<file path="config.mk">
export PLATFORM = sky130hd
export DESIGN_NAME = uart_boot_io_flat
export DESIGN_NICKNAME = d
export VERILOG_FILES = /design/src/rtl/uart_boot_io_if.sv /design/src/rtl/uart_boot_io.sv /design/src/flat_wrapper.sv
export SDC_FILE = /design/constraint.sdc
export NUM_CORES = 1
export LEC_CHECK = 0
export CORE_MARGIN = 4
export CORE_UTILIZATION = 39
export DETAILED_ROUTE_END_ITERATION = 10
export GPL_ROUTABILITY_DRIVEN = 0
export PLACE_DENSITY = 0.62
export SYNTH_ARGS = -nofsm -noshare
export SYNTH_HDL_FRONTEND = slang
export SYNTH_SLANG_ARGS = --single-unit
</file>
<file path="constraint.sdc">
create_clock -name clk -period 19.95 [get_ports clk]
set_clock_uncertainty 0.2 [all_clocks]
set_input_delay 3.99 -clock clk [delete_from_list [all_inputs] [get_ports clk]]
set_output_delay 3.99 -clock clk [all_outputs]
set_load 0.02 [all_outputs]
</file>
<file path="src/rtl/uart_boot_io_if.sv">
// Memory-write and core-side byte I/O bundle of the UART boot front-end.
// The master side is the boot front-end; the slave side is the pipelined core and its memories.
interface uart_boot_io_if;
  logic        memwrite;
  logic [31:0] dataadr;
  logic [31:0] writedata;
  logic        rstn_start;
  logic        input_sig;
  logic [7:0]  in_byte;
  logic        output_sig;
  logic [7:0]  out_byte;
  logic        output_busy;

  modport master (
    output memwrite, dataadr, writedata, rstn_start,
    output input_sig, in_byte, output_busy,
    input  output_sig, out_byte
  );

  modport slave (
    input  memwrite, dataadr, writedata, rstn_start,
    input  input_sig, in_byte, output_busy,
    output output_sig, out_byte
  );
endinterface

</file>
<file path="src/rtl/uart_boot_io.sv">
// UART boot loader and run-time byte I/O for the pipelined core (8N1 RX and TX).
// Define LOAD_CHECKSUM_EN to send an 8-bit sum of all loaded bytes before entering RUN.
module uart_boot_io #(
  parameter int          CLK_PER_HALF_BIT = 30,
  parameter int          PROG_WORDS       = 3,
  parameter int          DATA_WORDS       = 325,
  parameter logic [31:0] PROG_BASE        = 32'h0000_0000,
  parameter logic [31:0] DATA_BASE        = 32'h0001_0000
) (
  input  logic          clk,
  input  logic          reset,
  input  logic          rxd,
  output logic          txd,
  output logic          rts,
  output logic [1:0]    stat1,
  output logic [31:0]   data_count,
  uart_boot_io_if.master bus
);

  localparam int          BIT_CYC   = 2 * CLK_PER_HALF_BIT;
  localparam logic [15:0] HALF_LAST = 16'(CLK_PER_HALF_BIT - 1);
  localparam logic [15:0] BIT_LAST  = 16'(BIT_CYC - 1);
  localparam logic [31:0] PROG_LAST = 32'(PROG_WORDS - 1);
  localparam logic [31:0] DATA_LAST = 32'(DATA_WORDS - 1);

  typedef enum logic [1:0] {RX_IDLE, RX_START, RX_DATA, RX_STOP} rx_state_t;
  typedef enum logic [1:0] {TX_IDLE, TX_START, TX_DATA, TX_STOP} tx_state_t;
  typedef enum logic [2:0] {
    S_LOAD_PROG,
    S_ACK_SEND,
    S_ACK_WAIT,
    S_LOAD_DATA,
`ifdef LOAD_CHECKSUM_EN
    S_CSUM_SEND,
    S_CSUM_WAIT,
`endif
    S_RUN
  } main_state_t;

`ifdef LOAD_CHECKSUM_EN
  localparam main_state_t END_OF_LOAD = S_CSUM_SEND;
`else
  localparam main_state_t END_OF_LOAD = S_RUN;
`endif

  // ---------------- receiver ----------------
  rx_state_t   rx_state, rx_next;
  logic        rx_meta, rx_sync, rx_prev;
  logic [15:0] rx_cnt;
  logic [2:0]  rx_bits;
  logic [7:0]  rx_shift;
  logic        rx_stop_ok, rx_drop, rx_done1, rx_valid;
  logic        start_det, rx_half, rx_tick;
  logic        rts_busy;

  assign start_det = (rx_state == RX_IDLE) && rx_prev && !rx_sync;
  assign rx_half   = (rx_cnt == HALF_LAST);
  assign rx_tick   = (rx_cnt == BIT_LAST);

  always_ff @(posedge clk or posedge reset) begin
    if (reset) begin
      rx_meta <= 1'b1;
      rx_sync <= 1'b1;
      rx_prev <= 1'b1;
    end else begin
      rx_meta <= rxd;
      rx_sync <= rx_meta;
      rx_prev <= rx_sync;
    end
  end

  always_ff @(posedge clk or posedge reset) begin
    if (reset) rx_state <= RX_IDLE;
    else       rx_state <= rx_next;
  end

  always_comb begin
    rx_next    = rx_state;
    rx_stop_ok = 1'b0;
    rx_drop    = 1'b0;
    case (rx_state)
      RX_IDLE:  if (start_det) rx_next = RX_START;
      RX_START: if (rx_half) begin
                  if (!rx_sync) rx_next = RX_DATA;
                  else begin
                    rx_next = RX_IDLE;
                    rx_drop = 1'b1;
                  end
                end
      RX_DATA:  if (rx_tick && rx_bits == 3'd7) rx_next = RX_STOP;
      RX_STOP:  if (rx_tick) begin
                  rx_next    = RX_IDLE;
                  rx_stop_ok = rx_sync;
                  rx_drop    = !rx_sync;
                end
      default:  rx_next = RX_IDLE;
    endcase
  end

  // Sampling counter restarts at mid-start-bit so every later sample lands mid-bit.
  always_ff @(posedge clk or posedge reset) begin
    if (reset) begin
      rx_cnt   <= '0;
      rx_bits  <= '0;
      rx_shift <= '0;
      rx_done1 <= 1'b0;
      rx_valid <= 1'b0;
      rts_busy <= 1'b0;
    end else begin
      rx_done1 <= rx_stop_ok;
      rx_valid <= rx_done1;
      if (rx_state == RX_IDLE || (rx_state == RX_START && rx_half) ||
          ((rx_state == RX_DATA || rx_state == RX_STOP) && rx_tick))
        rx_cnt <= '0;
      else
        rx_cnt <= rx_cnt + 16'd1;
      if (rx_state == RX_START)
        rx_bits <= '0;
      else if (rx_state == RX_DATA && rx_tick) begin
        rx_shift <= {rx_sync, rx_shift[7:1]};
        rx_bits  <= rx_bits + 3'd1;
      end
      if (start_det)
        rts_busy <= 1'b1;
      else if (rx_valid || rx_drop)
        rts_busy <= 1'b0;
    end
  end

  // ---------------- transmitter ----------------
  tx_state_t   tx_state, tx_next;
  logic [15:0] tx_cnt;
  logic [2:0]  tx_bits;
  logic [7:0]  tx_shift;
  logic        tx_go, tx_busy, tx_tick;
  logic [7:0]  tx_data;

  assign tx_tick = (tx_cnt == BIT_LAST);
  assign tx_busy = (tx_state != TX_IDLE);

  always_ff @(posedge clk or posedge reset) begin
    if (reset) tx_state <= TX_IDLE;
    else       tx_state <= tx_next;
  end

  always_comb begin
    tx_next = tx_state;
    case (tx_state)
      TX_IDLE:  if (tx_go) tx_next = TX_START;
      TX_START: if (tx_tick) tx_next = TX_DATA;
      TX_DATA:  if (tx_tick && tx_bits == 3'd7) tx_next = TX_STOP;
      TX_STOP:  if (tx_tick) tx_next = TX_IDLE;
      default:  tx_next = TX_IDLE;
    endcase
  end

  always_ff @(posedge clk or posedge reset) begin
    if (reset) begin
      tx_cnt   <= '0;
      tx_bits  <= '0;
      tx_shift <= '0;
    end else if (tx_state == TX_IDLE) begin
      tx_cnt  <= '0;
      tx_bits <= '0;
      if (tx_go) tx_shift <= tx_data;
    end else if (tx_tick) begin
      tx_cnt <= '0;
      if (tx_state == TX_DATA) begin
        tx_shift <= {1'b0, tx_shift[7:1]};
        tx_bits  <= tx_bits + 3'd1;
      end
    end else begin
      tx_cnt <= tx_cnt + 16'd1;
    end
  end

  assign txd = (tx_state == TX_START) ? 1'b0 :
               (tx_state == TX_DATA)  ? tx_shift[0] : 1'b1;

  // ---------------- boot sequencer ----------------
  main_state_t st, st_next;
  logic [1:0]  pos;
  logic [23:0] partial;
  logic [31:0] idx;
  logic        word_done, loading;
  logic        memwrite_r, input_sig_r;
  logic [31:0] dataadr_r, writedata_r;
  logic [7:0]  in_byte_r;
`ifdef LOAD_CHECKSUM_EN
  logic [7:0]  csum;
`endif

  assign loading   = (st == S_LOAD_PROG) || (st == S_LOAD_DATA);
  assign word_done = rx_valid && (pos == 2'd3);

  always_ff @(posedge clk or posedge reset) begin
    if (reset) st <= S_LOAD_PROG;
    else       st <= st_next;
  end

  always_comb begin
    st_next = st;
    tx_go   = 1'b0;
    tx_data = 8'h00;
    case (st)
      S_LOAD_PROG: if (word_done && idx == PROG_LAST) st_next = S_ACK_SEND;
      S_ACK_SEND: begin
        tx_go   = 1'b1;
        tx_data = 8'hAA;
        st_next = S_ACK_WAIT;
      end
      S_ACK_WAIT:  if (!tx_busy) st_next = (DATA_WORDS == 0) ? END_OF_LOAD : S_LOAD_DATA;
      S_LOAD_DATA: if (word_done && idx == DATA_LAST) st_next = END_OF_LOAD;
`ifdef LOAD_CHECKSUM_EN
      S_CSUM_SEND: begin
        tx_go   = 1'b1;
        tx_data = csum;
        st_next = S_CSUM_WAIT;
      end
      S_CSUM_WAIT: if (!tx_busy) st_next = S_RUN;
`endif
      S_RUN: if (bus.output_sig && !tx_busy) begin
        tx_go   = 1'b1;
        tx_data = bus.out_byte;
      end
      default: st_next = S_LOAD_PROG;
    endcase
  end

  // Big-endian word assembly; the index restarts for the data region during ACK.
  always_ff @(posedge clk or posedge reset) begin
    if (reset) begin
      pos         <= '0;
      partial     <= '0;
      idx         <= '0;
      data_count  <= '0;
      memwrite_r  <= 1'b0;
      dataadr_r   <= '0;
      writedata_r <= '0;
      input_sig_r <= 1'b0;
      in_byte_r   <= '0;
`ifdef LOAD_CHECKSUM_EN
      csum        <= '0;
`endif
    end else begin
      memwrite_r  <= 1'b0;
      input_sig_r <= 1'b0;
      if (st == S_ACK_SEND || st == S_ACK_WAIT) begin
        pos <= '0;
        idx <= '0;
      end else if (loading && rx_valid) begin
        partial <= {partial[15:0], rx_shift};
        pos     <= pos + 2'd1;
`ifdef LOAD_CHECKSUM_EN
        csum    <= csum + rx_shift;
`endif
        if (pos == 2'd3) begin
          memwrite_r  <= 1'b1;
          writedata_r <= {partial, rx_shift};
          dataadr_r   <= ((st == S_LOAD_PROG) ? PROG_BASE : DATA_BASE) + {idx[29:0], 2'b00};
          idx         <= idx + 32'd1;
          if (data_count != 32'hFFFF_FFFF) data_count <= data_count + 32'd1;
        end
      end
      if (st == S_RUN && rx_valid) begin
        in_byte_r   <= rx_shift;
        input_sig_r <= 1'b1;
      end
    end
  end

  always_comb begin
    stat1 = 2'b00;
    case (st)
      S_LOAD_PROG:             stat1 = 2'b00;
      S_ACK_SEND, S_ACK_WAIT:  stat1 = 2'b01;
      S_RUN:                   stat1 = 2'b11;
      default:                 stat1 = 2'b10;
    endcase
  end

  assign rts             = !(st == S_ACK_SEND || st == S_ACK_WAIT) && !rts_busy;
  assign bus.memwrite    = memwrite_r;
  assign bus.dataadr     = dataadr_r;
  assign bus.writedata   = writedata_r;
  assign bus.rstn_start  = (st == S_RUN);
  assign bus.input_sig   = input_sig_r;
  assign bus.in_byte     = in_byte_r;
  assign bus.output_busy = tx_busy;

endmodule

</file>
<file path="src/flat_wrapper.sv">
// flat-port wrapper written by rule: the top's interface ports become plain ports
module uart_boot_io_flat 
#(
  parameter int          CLK_PER_HALF_BIT = 30,
  parameter int          PROG_WORDS       = 3,
  parameter int          DATA_WORDS       = 325,
  parameter logic [31:0] PROG_BASE        = 32'h0000_0000,
  parameter logic [31:0] DATA_BASE        = 32'h0001_0000
)
  (clk, reset, rxd, txd, rts, stat1, data_count, bus_memwrite, bus_dataadr, bus_writedata, bus_rstn_start, bus_input_sig, bus_in_byte, bus_output_busy, bus_output_sig, bus_out_byte);
  uart_boot_io_if bus_i ();
  input  logic clk;
  input  logic reset;
  input  logic rxd;
  output logic txd;
  output logic rts;
  output logic [1:0] stat1;
  output logic [31:0] data_count;
  output wire logic [$bits(bus_i.memwrite)-1:0] bus_memwrite;
  output wire logic [$bits(bus_i.dataadr)-1:0] bus_dataadr;
  output wire logic [$bits(bus_i.writedata)-1:0] bus_writedata;
  output wire logic [$bits(bus_i.rstn_start)-1:0] bus_rstn_start;
  output wire logic [$bits(bus_i.input_sig)-1:0] bus_input_sig;
  output wire logic [$bits(bus_i.in_byte)-1:0] bus_in_byte;
  output wire logic [$bits(bus_i.output_busy)-1:0] bus_output_busy;
  input wire logic [$bits(bus_i.output_sig)-1:0] bus_output_sig;
  input wire logic [$bits(bus_i.out_byte)-1:0] bus_out_byte;
  assign bus_memwrite = bus_i.memwrite;
  assign bus_dataadr = bus_i.dataadr;
  assign bus_writedata = bus_i.writedata;
  assign bus_rstn_start = bus_i.rstn_start;
  assign bus_input_sig = bus_i.input_sig;
  assign bus_in_byte = bus_i.in_byte;
  assign bus_output_busy = bus_i.output_busy;
  assign bus_i.output_sig = bus_output_sig;
  assign bus_i.out_byte = bus_out_byte;
  uart_boot_io #(.CLK_PER_HALF_BIT(CLK_PER_HALF_BIT), .PROG_WORDS(PROG_WORDS), .DATA_WORDS(DATA_WORDS), .PROG_BASE(PROG_BASE), .DATA_BASE(DATA_BASE)) u_core (.clk(clk), .reset(reset), .rxd(rxd), .txd(txd), .rts(rts), .stat1(stat1), .data_count(data_count), .bus(bus_i));
endmodule
</file>
* Yosys cells after proc, flatten, opt, wreduce, memory -nomap -nowiden
Cells that the tools add are included.
** Operators by class
- Add/subtract/negate cells :: 8
- Multipliers :: 0
- Divide/modulo/power cells :: 0
- Magnitude comparators :: 0
- Equal/unequal tests :: 30
- Shift operators :: 0
- Multiplexer cells :: 52
- Bitwise logic cells :: 3
- Reduce and logical (&&, ||, !) cells :: 45
** Operators by type and width (number)
- $mux W32 :: 3
- $add A32 B1 Y32 const B :: 2
- $mux W16 :: 3
- $mux W8 :: 5
- $add A16 B1 Y16 const B :: 2
- $add A32 B32 Y32 :: 1
- $eq A16 B6 Y1 const B :: 2
- $eq A32 B2 Y1 const B :: 1
- $eq A32 B9 Y1 const B :: 1
- $ne A32 B32 Y1 const B :: 1
- $mux W3 :: 8
- $mux W2 :: 11
- $ne A2 B1 Y1 const B :: 9
- $mux W17 :: 1
- $eq A16 B5 Y1 const B :: 1
- $pmux W2 S4 :: 2
- $pmux W8 S2 :: 1
- $reduce_and A4 Y1 :: 4
- $pmux W3 S5 :: 1
- $logic_and A1 B1 Y1 :: 14
- $mux W1 :: 14
- $reduce_bool A2 Y1 :: 7
- $eq A2 B2 Y1 const B :: 5
- $eq A3 B3 Y1 const B :: 3
- 16 further kinds :: 36
** Storage, ports and cells
- Register bits after elaboration :: 231
- Latch bits :: 0
- Bits in writable memories :: 0
- Bits in read-only memories :: 0
- Bits of input ports :: 12
- Output and inout bits :: 112
- Logic and storage cells :: 162
- Memories :: 0

* Depth between registers and ports, before layout
Gate-level depths: netlist of run 1.
- Word-level depth :: 7
- Mapped depth :: 8
- Mapped depth without buffers :: 7

* Worst setup path before layout of run 1
Ideal clock, no wire load.
- Kind :: flip-flop to output port
- Start :: register u_core.st[1]
- End :: output port rts
- Arrival time :: 1.430 ns
- Path slack :: 14.330 ns
- Stages on the path, launching flop included :: 6
- Path buffers :: 2
- Cell sequence :: dfrtp_1 > buf_2 > xnor2_4 > nor2_1 > clkbuf_1 > nor2_1
** Between the ends
- Word-level cells in the longest chain between the ends :: 4
- Elaborated cells between the ends (all ways) :: 5
** RTL lines
- from (decl) :: line uart_boot_io.sv:181 : main_state_t st, st_next;
- from (signal assigned) :: line uart_boot_io.sv:198 : else st <= st_next;
- $eq A3 B1 Y1 / $eq A3 B2 Y1 (equally long branches) :: line uart_boot_io.sv:282 : assign rts = !(st == S_ACK_SEND || st == S_ACK_WAIT) && !rts_busy;
- $logic_or A1 B1 Y1 (*) :: line uart_boot_io.sv:282
- $logic_not A1 Y1 (*) :: line uart_boot_io.sv:282
- $logic_and A1 B1 Y1 (*) :: line uart_boot_io.sv:282
- to (decl) :: line flat_wrapper.sv:16 : output logic rts;
Every way passes the cells marked *; elsewhere a longest branch is shown, timed or not.

* Worst setup path after layout of run 1
- Start :: register u_core.tx_state[0]
- End :: output port bus_output_busy
** Between the ends
- Word-level cells in the longest chain between the ends :: 1
** RTL lines
- from (decl) :: line uart_boot_io.sv:131 : tx_state_t tx_state, tx_next;
- from (signal assigned) :: line uart_boot_io.sv:143 : else tx_state <= tx_next;
- $reduce_bool A2 Y1 :: line uart_boot_io.sv:139 : assign tx_busy = (tx_state != TX_IDLE);
- to (decl) :: line flat_wrapper.sv:25 : output wire logic [$bits(bus_i.output_busy)-1:0] bus_output_busy;
No other way between the ends.

==> out/results.tsv, run 1 <==
metric	value	unit
Post-CTS Setup Repair Bufs	0	
RSZ-0062 raised after global routing	no	
Sw Share	22.9	%
1st-iter DRT viols	551	
logic gate share of total power	3.8	%
Reg power frac	47.9	%
Pwr Density	78.7	nW/um2
Tcrit/Tclk final	32.8	%
I/O pins	124	
Area Overhead vs Synth	22.9	%
met3 GRT Util	3.17	%
Max-Cap Viols	0	
Finished Cell Area	12800	um2
Slew @ Worst Pin	1.11	ns
Syn Area/Cell	10.2	um2
Antenna Violating Nets Remaining	0	
worst-path maximum fanout	16	
post-layout minimum cycle time	6.54	ns
max-slew violations	0	
Cells after Synth	1021	
synthesized area	10400	um2
core footprint	26200	um2
final hold viol count	0	
clk sink count	229	
Routed WL	23400	um
Std-Cell Rows	59	
area post-placement	11900	um2
ys async rst share	100	%
register area share after synthesis	55.0	%
relative slew slack	25.2	%
Leakage	0.00583	uW
worst hold path startpoint	u_core.rx_done1	
WL/cell	15.8	um
post-synth cell types	57	
GRT Total Usage	16.3	%
DP Wirelength	15900	um
reg2reg path depth	6	
post-CTS sizing	0	
Root Buffer	clkbuf_16	
vias in the first global route	7594	
reg2reg end	u_core.data_count[30]	
Hold Path End	u_core.rx_valid	
largest net degree at the start of global routing	89	
Internal Power	777	uW
GR Overflow Total	0	
Fmax achieved	0.153	GHz
Initial Utilization	39.8	%
Residual DRC	0	
Net Switching	231	uW
Critical Path Start	u_core.tx_state[0]	
Max Buffers Root-to-Sink	3	
crit path kind	reg2out	
GRT met2 Usage	26.1	%
number of fill cells in the layout	2404	
Req. time, crit path	15.76	ns
RR Startpoint	u_core.st[2]	
IO Port Bufs	121	
Die Area	29400	um2
CP Capture Type	output port	
Ant. Diodes	0	
met1 Use GR	22.6	%
# hold bufs at CTS	0	
number of flops mapped to enable cells by yosys	0	
Final TNS setup	0	ns
Worst-Skew Late Latency	0.54	ns
Seq. cell area	5730	um2
Ys Warns	0	
synthesized flop and latch total	229	
status	completed	
Detailed Routing Iterations Pass 1	4	
H-Tree Depth	1	
register-to-register setup slack	16.95	ns
CTS tree	yes	
cts bufs inserted	26	
Most used DFF post-synth	dfrtp_1	
first-pass GRT wire length	39800	um
Hold Path Class	reg2reg	
final setup fails	0	
maximum vdd drop	55.1	uV
crit path launch type	flop	
clk slew on worst S/H paths	0.06	ns
NumNets Final	1162	
die extent in y	171	um
antenna violations before repair	0	
most used routing layer	met2	
via count	7646	
Die X	171	um
clock power share	48.3	%
worst endpoint data arrival time	2.35	ns
vias per cell	5.15	
share of cells above drive strength 1	9.92	%
Hold Path Cell Cnt	0	
Multi-input gate area	4390	um2
## worst max-delay path: stages (launching register included)
cell	delay (ns)
dfrtp_1	0.40
inv_1	0.13
ha_1	0.49
inv_1	0.21
clkdlybuf4s50_1	0.59
## per-layer routing
metal | up-vias | part of all wire (%)
li1 | 3709 | -
met1 | 3763 | 45
met2 | 134 | 48
met3 | 40 | 4.3
met4 | 0 | 2.6
met5 | - | 0
## state kept, by name (all words and copies together), names as in the netlist, 2 cells and up, named ones only
name	flops
u_core.tx_state	2
u_core.st	3
u_core.tx_shift	8
u_core.tx_cnt	16
u_core.bus.dataadr	30
u_core.idx	32
u_core.rx_cnt	16
u_core.rx_shift	8
u_core.partial	24
u_core.tx_bits	3
u_core.rx_bits	3
u_core.bus.writedata	32
u_core.pos	2
u_core.data_count	32
u_core.bus.in_byte	8
## metrics by stage
stage                     setup slack (ns)  utilization, %  cells  hold slack, ns  total power, uW
after floorplan                       9.49               -   1022           0.131              518
after global placement               13.79            45.5   1438           0.133              530
after detailed placement             13.79            45.5   1438           0.140              531
after CTS                            13.37            48.9   1484           0.155             1020
after global routing                 13.25            48.9   1484           0.164             1050
final                                13.41            48.9   1484           0.151             1010
## power by group through the flow
stage / combinational (uW) / sequential [uW] / clock [uW]
finish: 38.3 / 483 / 487
global route: 45.2 / 484 / 520
CTS: 39.7 / 483 / 499
detailed placement: 39.4 / 491 / 0
global placement: 38.6 / 491 / 0
floorplan: 29.8 / 488 / 0
## layout by cell type, fill, tap and decap left out, types with 3 or more instances in the layout
cell type and instances:
dfrtp_1 226, nand2_1 203, clkdlybuf4s50_1 121, nor2_1 74, xnor2_1 54, mux2_2 47, o21ai_0 46, nand3_1 35
nand4_1 34, xor2_1 32, inv_1 26, clkbuf_16 26, nor3_1 24, a21oi_1 24, ha_1 19, nor4_1 16
or3_1 16, and3_1 12, and4_1 9, or4_1 9, mux2i_1 7, buf_4 7, or2_2 6, clkinvlp_4 6
o31ai_1 5, o22ai_1 4, clkbuf_1 4, nand2b_1 3, nor4b_1 3, a22o_1 3, and2_1 3, bufinv_16 3
clkinv_2 3, clkbuf_8 3, dfstp_2 3
## final cells by class
| cell class | count | share of cell area [%] |
|---|---|---|
| clock buffers | 33 | 5.52 |
| repair buffers | 128 | 9.87 |
| well taps | 335 | 3.27 |
| flip-flops and latches | 229 | 44.8 |
| inverters | 28 | 0.879 |
| clock inverters | 13 | 1.41 |
| multi-input cells | 718 | 34.3 |
## cells by family after synthesis
| logic type | Yosys count | synth area share [%] |
|---|---|---|
| compound gates | 97 | 5.47 |
| xor+xnor | 87 | 7.49 |
| fa+ha+maj | 19 | 2.28 |
| buf+inv | 75 | 2.99 |
| flops | 229 | 55.0 |
| mux | 54 | 5.75 |
| other cells | 1 | 0.0360 |
| simple gates | 459 | 21.0 |
## synthesized netlist by cell type, types with 12 or more instances
| cell | instances | area, um2 |
|---|---|---|
| a21oi_1 | 24 | 120 |
| and3_1 | 12 | 75.1 |
| clkbuf_1 | 27 | 101 |
| dfrtp_1 | 226 | 5660 |
| ha_1 | 19 | 238 |
| inv_1 | 27 | 101 |
| mux2_2 | 47 | 529 |
| nand2_1 | 204 | 766 |
| nand3_1 | 35 | 175 |
| nand4_1 | 34 | 213 |
| nor2_1 | 74 | 278 |
| nor3_1 | 24 | 120 |
| nor4_1 | 16 | 100 |
| o21ai_0 | 46 | 230 |
| or3_1 | 16 | 100 |
| xnor2_1 | 54 | 473 |
| xor2_1 | 32 | 280 |
## worst max-delay path by stage
| stage | endpoint | slack (ns) | cells after the start |
|---|---|---|---|
| after floorplan | asynchronous set/reset pin | 9.49 | 1 |
| after global placement | u_core.bus.dataadr[18] | 13.79 | 3 |
| after detailed placement | u_core.bus.dataadr[2] | 13.79 | 3 |
| after CTS | bus_output_busy | 13.37 | 4 |
| after global routing | bus_output_busy | 13.25 | 4 |
| final | bus_output_busy | 13.41 | 4 |
Note: power is estimated with default switching activity, not from simulation.
==> inputs of run 2 (changes only) <==
==> constraint.sdc (replaced) <==
create_clock -name clk -period 6.3 [get_ports clk]
set_clock_uncertainty 0.2 [all_clocks]
set_input_delay 1.26 -clock clk [delete_from_list [all_inputs] [get_ports clk]]
set_output_delay 1.26 -clock clk [all_outputs]
set_load 0.02 [all_outputs]
==> run 2 against run 1 <==
Utilization down 0.33 points. Global-route usage decreased by 0.11 points. First-iteration DRC count decreased by 12%. Clock-buffer cell count grew 6. Clock power rose to 2.9 times the previous value.
==> out/results.tsv, run 2 (same netlist as run 1, synthesis figures left out) <==
metric	value	unit	change
Routed WL	23700	um	+1.1%
RSZ-0062 raised after global routing	no		
core footprint	26200	um2	unchanged
maximum vdd drop	174	uV	+220%
final setup fails	0		unchanged
clk sink count	229		unchanged
CTS tree	yes		
GR Overflow Total	0		unchanged
Post-CTS Setup Repair Bufs	0		unchanged
Die X	171	um	unchanged
commonest non-fill, non-tap cell in the layout	dfrtp_1		
IO Port Bufs	121		unchanged
Area Overhead vs Synth	22.0	%	
# hold bufs at CTS	0		unchanged
final hold viol count	0		unchanged
via count	7542		-1.4%
Max-Cap Viols	0		unchanged
cts bufs inserted	25		-3.8%
Final Util	48.5	%	-0.33 points
Fmax achieved	0.264	GHz	
largest net degree at the start of global routing	157		+76%
die extent in y	171	um	unchanged
vias per cell	5.09		-1.2%
Die Area	29400	um2	unchanged
Root Buffer	clkbuf_16		
GRT Total Usage	16.1	%	-0.11 points
commonest cells after routing, fill and taps aside	226 x dfrtp_1, 203 x nand2_1, 121 x clkdlybuf4s50_1		
Crit path largest cell delay	0.58	ns	about the same
worst endpoint data arrival time	2.33	ns	-0.02 ns
Initial Utilization	39.8	%	unchanged
Pwr Density	241	nW/um2	+210%
CP top delay family	buffers and inverters		
crit path kind	reg2out		
relative slew slack	25.1	%	-0.15 points
clk slew on worst S/H paths	0.06	ns	about the same
post-CTS sizing	0		unchanged
CP Capture Type	output port		
Slew @ Worst Pin	1.12	ns	+0.00217 ns
first-pass GRT wire length	39300	um	-1.2%
Antenna Violating Nets Remaining	0		unchanged
vias in the first global route	7493		-1.3%
share of cells above drive strength 1	9.59	%	-0.33 points
ordered cell list for the critical path	inv_1 -> ha_1 -> inv_1 -> clkdlybuf4s50_1		
Ant. Diodes	0		unchanged
Critical-path top delay cell	clkdlybuf4s50_1		
H-Tree Depth	1		unchanged
DP Wirelength	15700	um	-1.0%
I/O pins	124		unchanged
Top cell by count, worst path	inv_1		
worst-path maximum fanout	16		unchanged
1st-iter DRT viols	485		-12%
Std-Cell Rows	59		unchanged
post-layout minimum cycle time	3.79	ns	
status	completed		
number of fill cells in the layout	2415		+0.46%
Hold Path Class	reg2reg		
Max Buffers Root-to-Sink	3		unchanged
Residual DRC	0		unchanged
Req. time, crit path	4.84	ns	-10.92 ns
worst path bufs/invs	3		unchanged
Worst-Skew Late Latency	0.52	ns	-0.02 ns
max-slew violations	0		unchanged
WL/cell	16.0	um	+1.3%
Detailed Routing Iterations Pass 1	4		unchanged
Leakage	0.00580	uW	-0.48%
NumNets Final	1161		-0.086%
antenna violations before repair	0		unchanged
crit path launch type	flop		
Tcrit/Tclk final	60.2	%	
Final TNS setup	0	ns	unchanged
## run 2: worst paths after layout
kind	cells after the start	startpoint	endpoint	slack, ns
worst max-delay path	4	u_core.tx_state[0]	bus_output_busy	2.51
worst min-delay path	0	u_core.rx_done1	u_core.rx_valid	0.14
worst max register to register	5	u_core.st[2]	u_core.data_count[5]	3.07
worst min register to register	0	u_core.rx_done1	u_core.rx_valid	0.14
max in group asynchronous	3	reset	u_core.bus.writedata[14]	4.05
min in group asynchronous	3	reset	u_core.data_count[3]	1.09
## run 2: area by class of cell
type	instances	area (um2)	area share, %
clock buffers	39	758	5.96
clock inverters	5	33.8	0.266
inverters	28	109	0.856
multi-input cells	718	4390	34.5
flip-flops and latches	229	5730	45.1
well taps	335	419	3.29
repair buffers	128	1280	10.0
## run 2: stage by stage
stage               instances  setup slack, ns  power [uW]  instance area [um2]  hold slack, ns
floorplan                1022             1.85        1640                10400           0.131
global placement         1438             2.99        1680                11900           0.133
detailed placement       1438             2.93        1680                11900           0.135
CTS                      1482             2.46        3100                12700           0.147
global route             1482             2.35        3180                12700           0.157
finish                   1482             2.51        3060                12700           0.145
## run 2: where the power goes
group / leakage [uW] / internal, uW / switching [uW] / total (uW)
clock network: 0.000385 / 823 / 587 / 1410
registers: 0.00314 / 1500 / 34.2 / 1530
logic: 0.00228 / 42.9 / 77.3 / 120
## run 2: layer usage
metal	GRT usage, %	part of all wire [%]	up-vias
met3	2.71	4.4	40
met5	0	0	-
met1	23.0	47	3640
met2	25.7	46	150
li1	-	-	3712
met4	4.51	2.5	0
